[config.mk]
export PLATFORM = sky130hd
export DESIGN_NAME = selective_amp_bank_flat
export DESIGN_NICKNAME = d
export VERILOG_FILES = /design/src/rtl/selective_amp_bank_if.sv /design/src/rtl/selective_amp_bank.sv /design/src/flat_wrapper.sv
export SDC_FILE = /design/constraint.sdc
export NUM_CORES = 2
export LEC_CHECK = 0
export CORE_MARGIN = 2
export CORE_UTILIZATION = 65
export CTS_CLUSTER_SIZE = 24
export DETAILED_ROUTE_END_ITERATION = 16
export PLACE_DENSITY = 0.85
export SLEW_MARGIN = 20
export SYNTH_ARGS = -nofsm -noshare
export SYNTH_HDL_FRONTEND = slang
export SYNTH_SLANG_ARGS = --single-unit
[constraint.sdc]
create_clock -name clk -period 20.7 [get_ports clk]
set_input_delay 6.21 -clock clk [delete_from_list [all_inputs] [get_ports clk]]
set_output_delay 6.21 -clock clk [all_outputs]
set_load 0.005 [all_outputs]
[src/rtl/selective_amp_bank_if.sv]
// Sample, coefficient and result signals of the selective amplifier bank.
// The master drives samples and coefficients; the slave is the filter bank itself.
interface selective_amp_bank_if #(
    parameter int DATA_W   = 16,
    parameter int COEF_W   = 18,
    parameter int CHANNELS = 4
);
    localparam int CH_W = (CHANNELS > 1) ? $clog2(CHANNELS) : 1;

    logic                     in_valid;
    logic                     in_ready;
    logic [CH_W-1:0]          in_ch;
    logic signed [DATA_W-1:0] in_data;
    logic                     cfg_we;
    logic [CH_W-1:0]          cfg_ch;
    logic [1:0]               cfg_sel;
    logic signed [COEF_W-1:0] cfg_data;
    logic                     out_valid;
    logic [CH_W-1:0]          out_ch;
    logic signed [DATA_W-1:0] out_data;
    logic [DATA_W-2:0]        out_peak;

    modport master (
        output in_valid, in_ch, in_data, cfg_we, cfg_ch, cfg_sel, cfg_data,
        input  in_ready, out_valid, out_ch, out_data, out_peak
    );

    modport slave (
        input  in_valid, in_ch, in_data, cfg_we, cfg_ch, cfg_sel, cfg_data,
        output in_ready, out_valid, out_ch, out_data, out_peak
    );
endinterface

[src/rtl/selective_amp_bank.sv]
// Time-multiplexed bank of second-order bandpass resonators with peak-envelope tracking.
// One shared multiplier; each accepted sample walks IDLE -> MB -> MA1 -> MA2 -> WB.
module selective_amp_bank #(
    parameter int DATA_W   = 16,
    parameter int COEF_W   = 18,
    parameter int CHANNELS = 4,
    parameter int DECAY_SH = 4
) (
    input logic clk,
    input logic rst,
    selective_amp_bank_if.slave bus
);
    localparam int CH_W   = (CHANNELS > 1) ? $clog2(CHANNELS) : 1;
    localparam int FRAC   = COEF_W - 2;
    localparam int ACC_W  = DATA_W + COEF_W + 3;
    localparam int PROD_W = DATA_W + COEF_W + 1;
    localparam int PK_W   = DATA_W - 1;

    localparam logic [2:0] S_IDLE = 3'd0;
    localparam logic [2:0] S_MB   = 3'd1;
    localparam logic [2:0] S_MA1  = 3'd2;
    localparam logic [2:0] S_MA2  = 3'd3;
    localparam logic [2:0] S_WB   = 3'd4;

    localparam logic [DATA_W-1:0] Y_MAX = {1'b0, {(DATA_W-1){1'b1}}};
    localparam logic [DATA_W-1:0] Y_MIN = {1'b1, {(DATA_W-1){1'b0}}};

    // Per-channel coefficients, filter state and envelope
    logic signed [COEF_W-1:0] b0_q [CHANNELS], b0_d [CHANNELS];
    logic signed [COEF_W-1:0] a1_q [CHANNELS], a1_d [CHANNELS];
    logic signed [COEF_W-1:0] a2_q [CHANNELS], a2_d [CHANNELS];
    logic signed [DATA_W-1:0] x1_q [CHANNELS], x1_d [CHANNELS];
    logic signed [DATA_W-1:0] x2_q [CHANNELS], x2_d [CHANNELS];
    logic signed [DATA_W-1:0] y1_q [CHANNELS], y1_d [CHANNELS];
    logic signed [DATA_W-1:0] y2_q [CHANNELS], y2_d [CHANNELS];
    logic [PK_W-1:0]          pk_q [CHANNELS], pk_d [CHANNELS];

    // Snapshot of the in-flight sample
    logic [2:0]               state_q, state_d;
    logic [CH_W-1:0]          ch_q, ch_d;
    logic                     ch_ok_q, ch_ok_d;
    logic                     clr_pend_q, clr_pend_d;
    logic signed [DATA_W-1:0] cur_x_q, cur_x_d, cur_y1_q, cur_y1_d, cur_y2_q, cur_y2_d;
    logic signed [DATA_W:0]   cur_diff_q, cur_diff_d;
    logic signed [COEF_W-1:0] cur_b0_q, cur_b0_d, cur_a1_q, cur_a1_d, cur_a2_q, cur_a2_d;
    logic [PK_W-1:0]          cur_pk_q, cur_pk_d;
    logic signed [ACC_W-1:0]  acc_q, acc_d;

    logic                     out_valid_q, out_valid_d;
    logic [CH_W-1:0]          out_ch_q, out_ch_d;
    logic signed [DATA_W-1:0] out_data_q, out_data_d;
    logic [PK_W-1:0]          out_peak_q, out_peak_d;

    logic                     accept, in_ch_ok, cfg_clr, wb_en, in_range;
    logic [CH_W-1:0]          in_idx;
    logic signed [COEF_W-1:0] mul_c;
    logic signed [DATA_W:0]   mul_v;
    logic signed [PROD_W-1:0] prod;
    logic signed [ACC_W-1:0]  prod_ext, shifted;
    logic [ACC_W-DATA_W:0]    hi;
    logic signed [DATA_W-1:0] y_sat, y_mag;
    logic [PK_W-1:0]          y_abs, pk_dec, pk_new;

    assign bus.in_ready  = (state_q == S_IDLE) && !rst;
    assign bus.out_valid = out_valid_q;
    assign bus.out_ch    = out_ch_q;
    assign bus.out_data  = out_data_q;
    assign bus.out_peak  = out_peak_q;

    assign accept   = bus.in_valid && bus.in_ready;
    assign in_ch_ok = int'(bus.in_ch) < CHANNELS;
    assign in_idx   = in_ch_ok ? bus.in_ch : '0;
    assign cfg_clr  = bus.cfg_we && (bus.cfg_sel == 2'd3);
    assign wb_en    = (state_q == S_WB) && ch_ok_q && !clr_pend_q;

    always_comb begin
        mul_c = '0;
        mul_v = '0;
        case (state_q)
            S_MB:    begin mul_c = cur_b0_q; mul_v = cur_diff_q; end
            S_MA1:   begin mul_c = cur_a1_q; mul_v = {cur_y1_q[DATA_W-1], cur_y1_q}; end
            S_MA2:   begin mul_c = cur_a2_q; mul_v = {cur_y2_q[DATA_W-1], cur_y2_q}; end
            default: begin mul_c = '0; mul_v = '0; end
        endcase
    end

    assign prod     = PROD_W'(mul_c) * PROD_W'(mul_v);
    assign prod_ext = ACC_W'(prod);

    // Floor shift, then saturate unless every bit above the sign agrees with it
    assign shifted  = acc_q >>> FRAC;
    assign hi       = shifted[ACC_W-1:DATA_W-1];
    assign in_range = (&hi) || (~|hi);
    assign y_sat    = in_range ? shifted[DATA_W-1:0] : (shifted[ACC_W-1] ? Y_MIN : Y_MAX);
    assign y_mag    = y_sat[DATA_W-1] ? -y_sat : y_sat;
    assign y_abs    = y_mag[DATA_W-1] ? '1 : y_mag[PK_W-1:0];
    assign pk_dec   = cur_pk_q - (cur_pk_q >> DECAY_SH);
    assign pk_new   = (y_abs > pk_dec) ? y_abs : pk_dec;

    always_comb begin
        state_d     = state_q;
        ch_d        = ch_q;
        ch_ok_d     = ch_ok_q;
        clr_pend_d  = clr_pend_q | (cfg_clr && (bus.cfg_ch == ch_q));
        cur_x_d     = cur_x_q;
        cur_diff_d  = cur_diff_q;
        cur_y1_d    = cur_y1_q;
        cur_y2_d    = cur_y2_q;
        cur_b0_d    = cur_b0_q;
        cur_a1_d    = cur_a1_q;
        cur_a2_d    = cur_a2_q;
        cur_pk_d    = cur_pk_q;
        acc_d       = acc_q;
        out_valid_d = 1'b0;
        out_ch_d    = out_ch_q;
        out_data_d  = out_data_q;
        out_peak_d  = out_peak_q;
        case (state_q)
            S_IDLE: begin
                clr_pend_d = clr_pend_q;
                if (accept) begin
                    state_d    = S_MB;
                    ch_d       = bus.in_ch;
                    ch_ok_d    = in_ch_ok;
                    clr_pend_d = cfg_clr && (bus.cfg_ch == bus.in_ch);
                    cur_x_d    = bus.in_data;
                    cur_diff_d = (DATA_W+1)'(bus.in_data) - (DATA_W+1)'(x2_q[in_idx]);
                    cur_y1_d   = y1_q[in_idx];
                    cur_y2_d   = y2_q[in_idx];
                    cur_b0_d   = b0_q[in_idx];
                    cur_a1_d   = a1_q[in_idx];
                    cur_a2_d   = a2_q[in_idx];
                    cur_pk_d   = pk_q[in_idx];
                end
            end
            S_MB:  begin acc_d = prod_ext;         state_d = S_MA1; end
            S_MA1: begin acc_d = acc_q - prod_ext; state_d = S_MA2; end
            S_MA2: begin acc_d = acc_q - prod_ext; state_d = S_WB;  end
            S_WB: begin
                state_d = S_IDLE;
                if (ch_ok_q) begin
                    out_valid_d = 1'b1;
                    out_ch_d    = ch_q;
                    out_data_d  = y_sat;
                    out_peak_d  = pk_new;
                end
            end
            default: state_d = S_IDLE;
        endcase
    end

    // Write-back first, cfg second, so a clear always overrides the update
    always_comb begin
        b0_d = b0_q; a1_d = a1_q; a2_d = a2_q;
        x1_d = x1_q; x2_d = x2_q; y1_d = y1_q; y2_d = y2_q; pk_d = pk_q;
        for (int i = 0; i < CHANNELS; i++) begin
            if (wb_en && (ch_q == CH_W'(i))) begin
                x2_d[i] = x1_q[i];
                x1_d[i] = cur_x_q;
                y2_d[i] = y1_q[i];
                y1_d[i] = y_sat;
                pk_d[i] = pk_new;
            end
            if (bus.cfg_we && (bus.cfg_ch == CH_W'(i))) begin
                case (bus.cfg_sel)
                    2'd0: b0_d[i] = bus.cfg_data;
                    2'd1: a1_d[i] = bus.cfg_data;
                    2'd2: a2_d[i] = bus.cfg_data;
                    default: begin
                        x1_d[i] = '0; x2_d[i] = '0; y1_d[i] = '0; y2_d[i] = '0; pk_d[i] = '0;
                    end
                endcase
            end
        end
    end

    always_ff @(posedge clk) begin
        if (rst) begin
            state_q <= S_IDLE;    ch_q <= '0;     ch_ok_q <= 1'b0;  clr_pend_q <= 1'b0;
            cur_x_q <= '0;        cur_diff_q <= '0; cur_y1_q <= '0; cur_y2_q <= '0;
            cur_b0_q <= '0;       cur_a1_q <= '0; cur_a2_q <= '0;   cur_pk_q <= '0;
            acc_q <= '0;          out_valid_q <= 1'b0; out_ch_q <= '0;
            out_data_q <= '0;     out_peak_q <= '0;
            for (int i = 0; i < CHANNELS; i++) begin
                b0_q[i] <= '0; a1_q[i] <= '0; a2_q[i] <= '0;
                x1_q[i] <= '0; x2_q[i] <= '0; y1_q[i] <= '0; y2_q[i] <= '0; pk_q[i] <= '0;
            end
        end else begin
            state_q <= state_d;   ch_q <= ch_d;   ch_ok_q <= ch_ok_d; clr_pend_q <= clr_pend_d;
            cur_x_q <= cur_x_d;   cur_diff_q <= cur_diff_d; cur_y1_q <= cur_y1_d; cur_y2_q <= cur_y2_d;
            cur_b0_q <= cur_b0_d; cur_a1_q <= cur_a1_d; cur_a2_q <= cur_a2_d; cur_pk_q <= cur_pk_d;
            acc_q <= acc_d;       out_valid_q <= out_valid_d; out_ch_q <= out_ch_d;
            out_data_q <= out_data_d; out_peak_q <= out_peak_d;
            b0_q <= b0_d; a1_q <= a1_d; a2_q <= a2_d;
            x1_q <= x1_d; x2_q <= x2_d; y1_q <= y1_d; y2_q <= y2_d; pk_q <= pk_d;
        end
    end
endmodule

[src/flat_wrapper.sv]
// flat-port wrapper written by rule: the top's interface ports become plain ports
module selective_amp_bank_flat 
#(
    parameter int DATA_W   = 16,
    parameter int COEF_W   = 18,
    parameter int CHANNELS = 4,
    parameter int DECAY_SH = 4
)
  (clk, rst, bus_in_valid, bus_in_ch, bus_in_data, bus_cfg_we, bus_cfg_ch, bus_cfg_sel, bus_cfg_data, bus_in_ready, bus_out_valid, bus_out_ch, bus_out_data, bus_out_peak);
  selective_amp_bank_if #(.DATA_W(DATA_W), .COEF_W(COEF_W), .CHANNELS(CHANNELS)) bus_i ();
  input logic clk;
  input logic rst;
  input wire logic [$bits(bus_i.in_valid)-1:0] bus_in_valid;
  input wire logic [$bits(bus_i.in_ch)-1:0] bus_in_ch;
  input wire logic [$bits(bus_i.in_data)-1:0] bus_in_data;
  input wire logic [$bits(bus_i.cfg_we)-1:0] bus_cfg_we;
  input wire logic [$bits(bus_i.cfg_ch)-1:0] bus_cfg_ch;
  input wire logic [$bits(bus_i.cfg_sel)-1:0] bus_cfg_sel;
  input wire logic [$bits(bus_i.cfg_data)-1:0] bus_cfg_data;
  output wire logic [$bits(bus_i.in_ready)-1:0] bus_in_ready;
  output wire logic [$bits(bus_i.out_valid)-1:0] bus_out_valid;
  output wire logic [$bits(bus_i.out_ch)-1:0] bus_out_ch;
  output wire logic [$bits(bus_i.out_data)-1:0] bus_out_data;
  output wire logic [$bits(bus_i.out_peak)-1:0] bus_out_peak;
  assign bus_i.in_valid = bus_in_valid;
  assign bus_i.in_ch = bus_in_ch;
  assign bus_i.in_data = bus_in_data;
  assign bus_i.cfg_we = bus_cfg_we;
  assign bus_i.cfg_ch = bus_cfg_ch;
  assign bus_i.cfg_sel = bus_cfg_sel;
  assign bus_i.cfg_data = bus_cfg_data;
  assign bus_in_ready = bus_i.in_ready;
  assign bus_out_valid = bus_i.out_valid;
  assign bus_out_ch = bus_i.out_ch;
  assign bus_out_data = bus_i.out_data;
  assign bus_out_peak = bus_i.out_peak;
  selective_amp_bank #(.DATA_W(DATA_W), .COEF_W(COEF_W), .CHANNELS(CHANNELS), .DECAY_SH(DECAY_SH)) u_core (.clk(clk), .rst(rst), .bus(bus_i));
endmodule
==> summary.md <==
| Metric | Value |
|---|---|
| Place WS | `6.62 ns` |
| I/O pin cnt | `79` |
| Period utilization | `68.6%` |
| Max-slew violations | `0` |
| Worst Skew | `0.0262 ns` |
| Top area cells in the synthesized netlist | `dfxtp_1, fa_1, nand2_1` |
| Share of power burned in registers | `38.7%` |
| Register area share after synthesis | `33.0%` |
| Clk slew on worst S/H paths | `0.06 ns` |
| Pwr dens | `78.7 mW/mm^2` |
| Clk Latency, worst-skew pair | `0.65 ns` |
| DRC | `0` |
| Avg Synthesized Cell Area | `8.37 um^2` |
| Core box area | `0.0687 mm^2` |
| Cells on worst reg2reg path | `42` |
| Crit path arrival time | `7.99 ns` |
| Most frequent cells in the layout | `nand2_1, dfxtp_1, a21oi_1` |
| First-pass GRT wire length | `201 mm` |
| CTS Buffer Depth | `3` |
| Num rows | `96` |
| Via/cell ratio | `6.21` |
| VDD IR-drop max | `0.0887 mV` |
| Ant. Diodes | `0` |
| RSZ-0062 raised after global routing | `no` |
| Synth area leader | `dfxtp_1` |
| Status | `complete, no violations` |
| Die height | `267 um` |
| Synth warn | `0` |
| Layout Nets | `5748` |
| Ys flop type | `dfxtp_1` |
| H-Tree Level Count | `3` |
| CP Max Fanout | `93` |
| Clock network fraction of total power | `37.0%` |
| Critical path type | `primary input to output port` |
| Hold WC Path Type | `register to register` |
| Num CTS Buffers | `78` |
| Hold_ws | `0.448 ns` |
| Area fraction of the dominant cell type after synthesis | `33.0%` |
| Die area | `0.0715 mm^2` |
| Sw Ratio | `32.9%` |
| Area growth syn-to-layout | `8.20%` |
| Post-CTS setup buffer count | `0` |
| Crit start category | `primary input` |
| CTS root buf | `clkbuf_16` |
| Max_cap viols | `0` |
| Worst path required time | `14.49 ns` |
| # port buffers | `78` |
| Post-route ant nets | `0` |
| Combinational power share | `24.3%` |
| Hold Fails Final Rpt | `0` |
| Sw power | `1.26 mW` |
| Gpl congestion | `0.928` |
| Setup ws final | `6.50 ns` |
| WHS Path Cells | `2` |
| Post-route minimum period | `14.20 ns` |
| Area of the mapped netlist | `0.0451 mm^2` |
| Post-CTS Resized | `0` |
| Post-synth EDFFs | `0` |
| FF+latch count, synth | `744` |
| Starting Density | `65.7%` |
| Int Power | `2.58 mW` |
| Pleak | `19.0 nW` |
| Die W | `267 um` |
| Syn Nets | `5904` |
| Worst slew margin | `15.2%` |
| Worst-Margin Slew | `1.27 ns` |
| Setup TNS | `0 ns` |
| CTS tree | `built` |
| Via count | `38600` |
| F_max | `0.0704 GHz` |
| Async S/R FF share, synth | `0%` |
| Netlist cell types | `90` |
| Total gr overflow | `0` |
| Pin count of the biggest net entering global routing | `256` |
| Setup crit end kind | `output port` |
| Final wirelength | `127 mm` |
| CTS sink count | `744` |
| Endpoints failing setup | `0` |
| Initial antenna violation count | `2` |
| Layout cell share with drive strength beyond 1 | `7.71%` |
| Commonest non-fill, non-tap cell in the layout | `nand2_1` |
| Hold_buf cts | `0` |
| Wire per inst | `20.4 um` |
| Synth Instances | `5388` |
| Global-route usage over all layers | `35.7%` |
| Initial drt markers | `4265` |
| Util after Layout | `71.0%` |
| DPL Wire Length | `82.5 mm` |
| DRT Pass-1 Iters | `9` |
| Vias in the first global route | `38800` |
[area by class of cell]
cell class,instances,area [um^2]
clock buffers,103,2200
clock inverters,35,400
fillers,5035,19900
inverters,403,1510
multi-input cells,3879,27500
flip-flops and latches,744,14900
well taps,931,1160
repair buffers,126,1170
[per-stage QoR]
stage	cell area [um^2]	power, mW	cells
after floorplan	45100	2.13	5388
after global placement	46200	2.38	6082
after detailed placement	46200	2.40	6082
after CTS	48800	3.81	6220
after global routing	48800	3.97	6221
final	48800	3.84	6221
[worst paths after layout]
path                                          to               from  slack (ns)
worst max-delay path                bus_in_ready                rst        6.50
worst min-delay path             u_core.x2_q[20]    u_core.x2_q[20]        0.45
worst max register to register  u_core.acc_q[35]  u_core.state_q[0]        8.96
worst min register to register   u_core.x2_q[20]    u_core.x2_q[20]        0.45
[worst max-delay path, stage by stage]
cell and delay [ns]:
buf_8 0.19, nor4_1 0.70, clkdlybuf4s50_1 0.74
[cell usage after synthesis (all sizes together), types with 10 or more instances]
| library cell | instances |
|---|---|
| o21a | 15 |
| xor2 | 31 |
| o31ai | 28 |
| nand3b | 143 |
| inv | 403 |
| o21bai | 15 |
| nor2b | 23 |
| mux2 | 37 |
| nand2b | 18 |
| o21ai | 80 |
| a211oi | 129 |
| mux4 | 117 |
| and3 | 14 |
| a21o | 53 |
| dfxtp | 744 |
| a21oi | 627 |
| and2 | 17 |
| fa | 314 |
| nand4 | 10 |
| xnor2 | 67 |
| o211ai | 10 |
| buf | 46 |
| nand3 | 36 |
| nor2 | 360 |
| nand2 | 1441 |
| ha | 158 |
| a31oi | 10 |
| nor3 | 28 |
| clkbuf | 316 |
[sequential cells by signal (all words and copies together), names as in the netlist, 17 cells and up]
signal,flops
u_core.a1_q,72
u_core.a2_q,72
u_core.b0_q,72
u_core.x1_q,64
u_core.x2_q,64
u_core.y1_q,64
u_core.y2_q,64
u_core.pk_q,60
u_core.acc_q,37
u_core.cur_a1_q,18
u_core.cur_a2_q,18
u_core.cur_b0_q,18
u_core.cur_diff_q,17
[power by group through the flow]
stage / registers [mW] / clock network [mW] / logic (mW)
after detailed placement: 1.52 / 0 / 0.885
after global placement: 1.52 / 0 / 0.866
final: 1.49 / 1.42 / 0.933
after floorplan: 1.50 / 0 / 0.631
after global routing: 1.49 / 1.49 / 0.995
after CTS: 1.49 / 1.43 / 0.894
[kinds of logic after synthesis]
kind of cell / synth area share [%]
multiplexers: 6.89
XOR/XNOR: 1.92
flip-flops: 33.0
buffers and inverters: 6.41
AO/OA/AOI/OAI: 13.4
AND/OR/NAND/NOR: 19.8
adder cells (fa/ha/maj): 18.5
[routing by layer]
layer / up-vias / track usage (%) / routed length, um
li1: 17400 / - / -
met1: 18700 / 44.0 / 47300
met2: 2075 / 58.3 / 59200
met3: 500 / 7.84 / 13300
met4: 6 / 19.9 / 6880
met5: - / 0 / 32
Power figures use the tool's default switching activity.
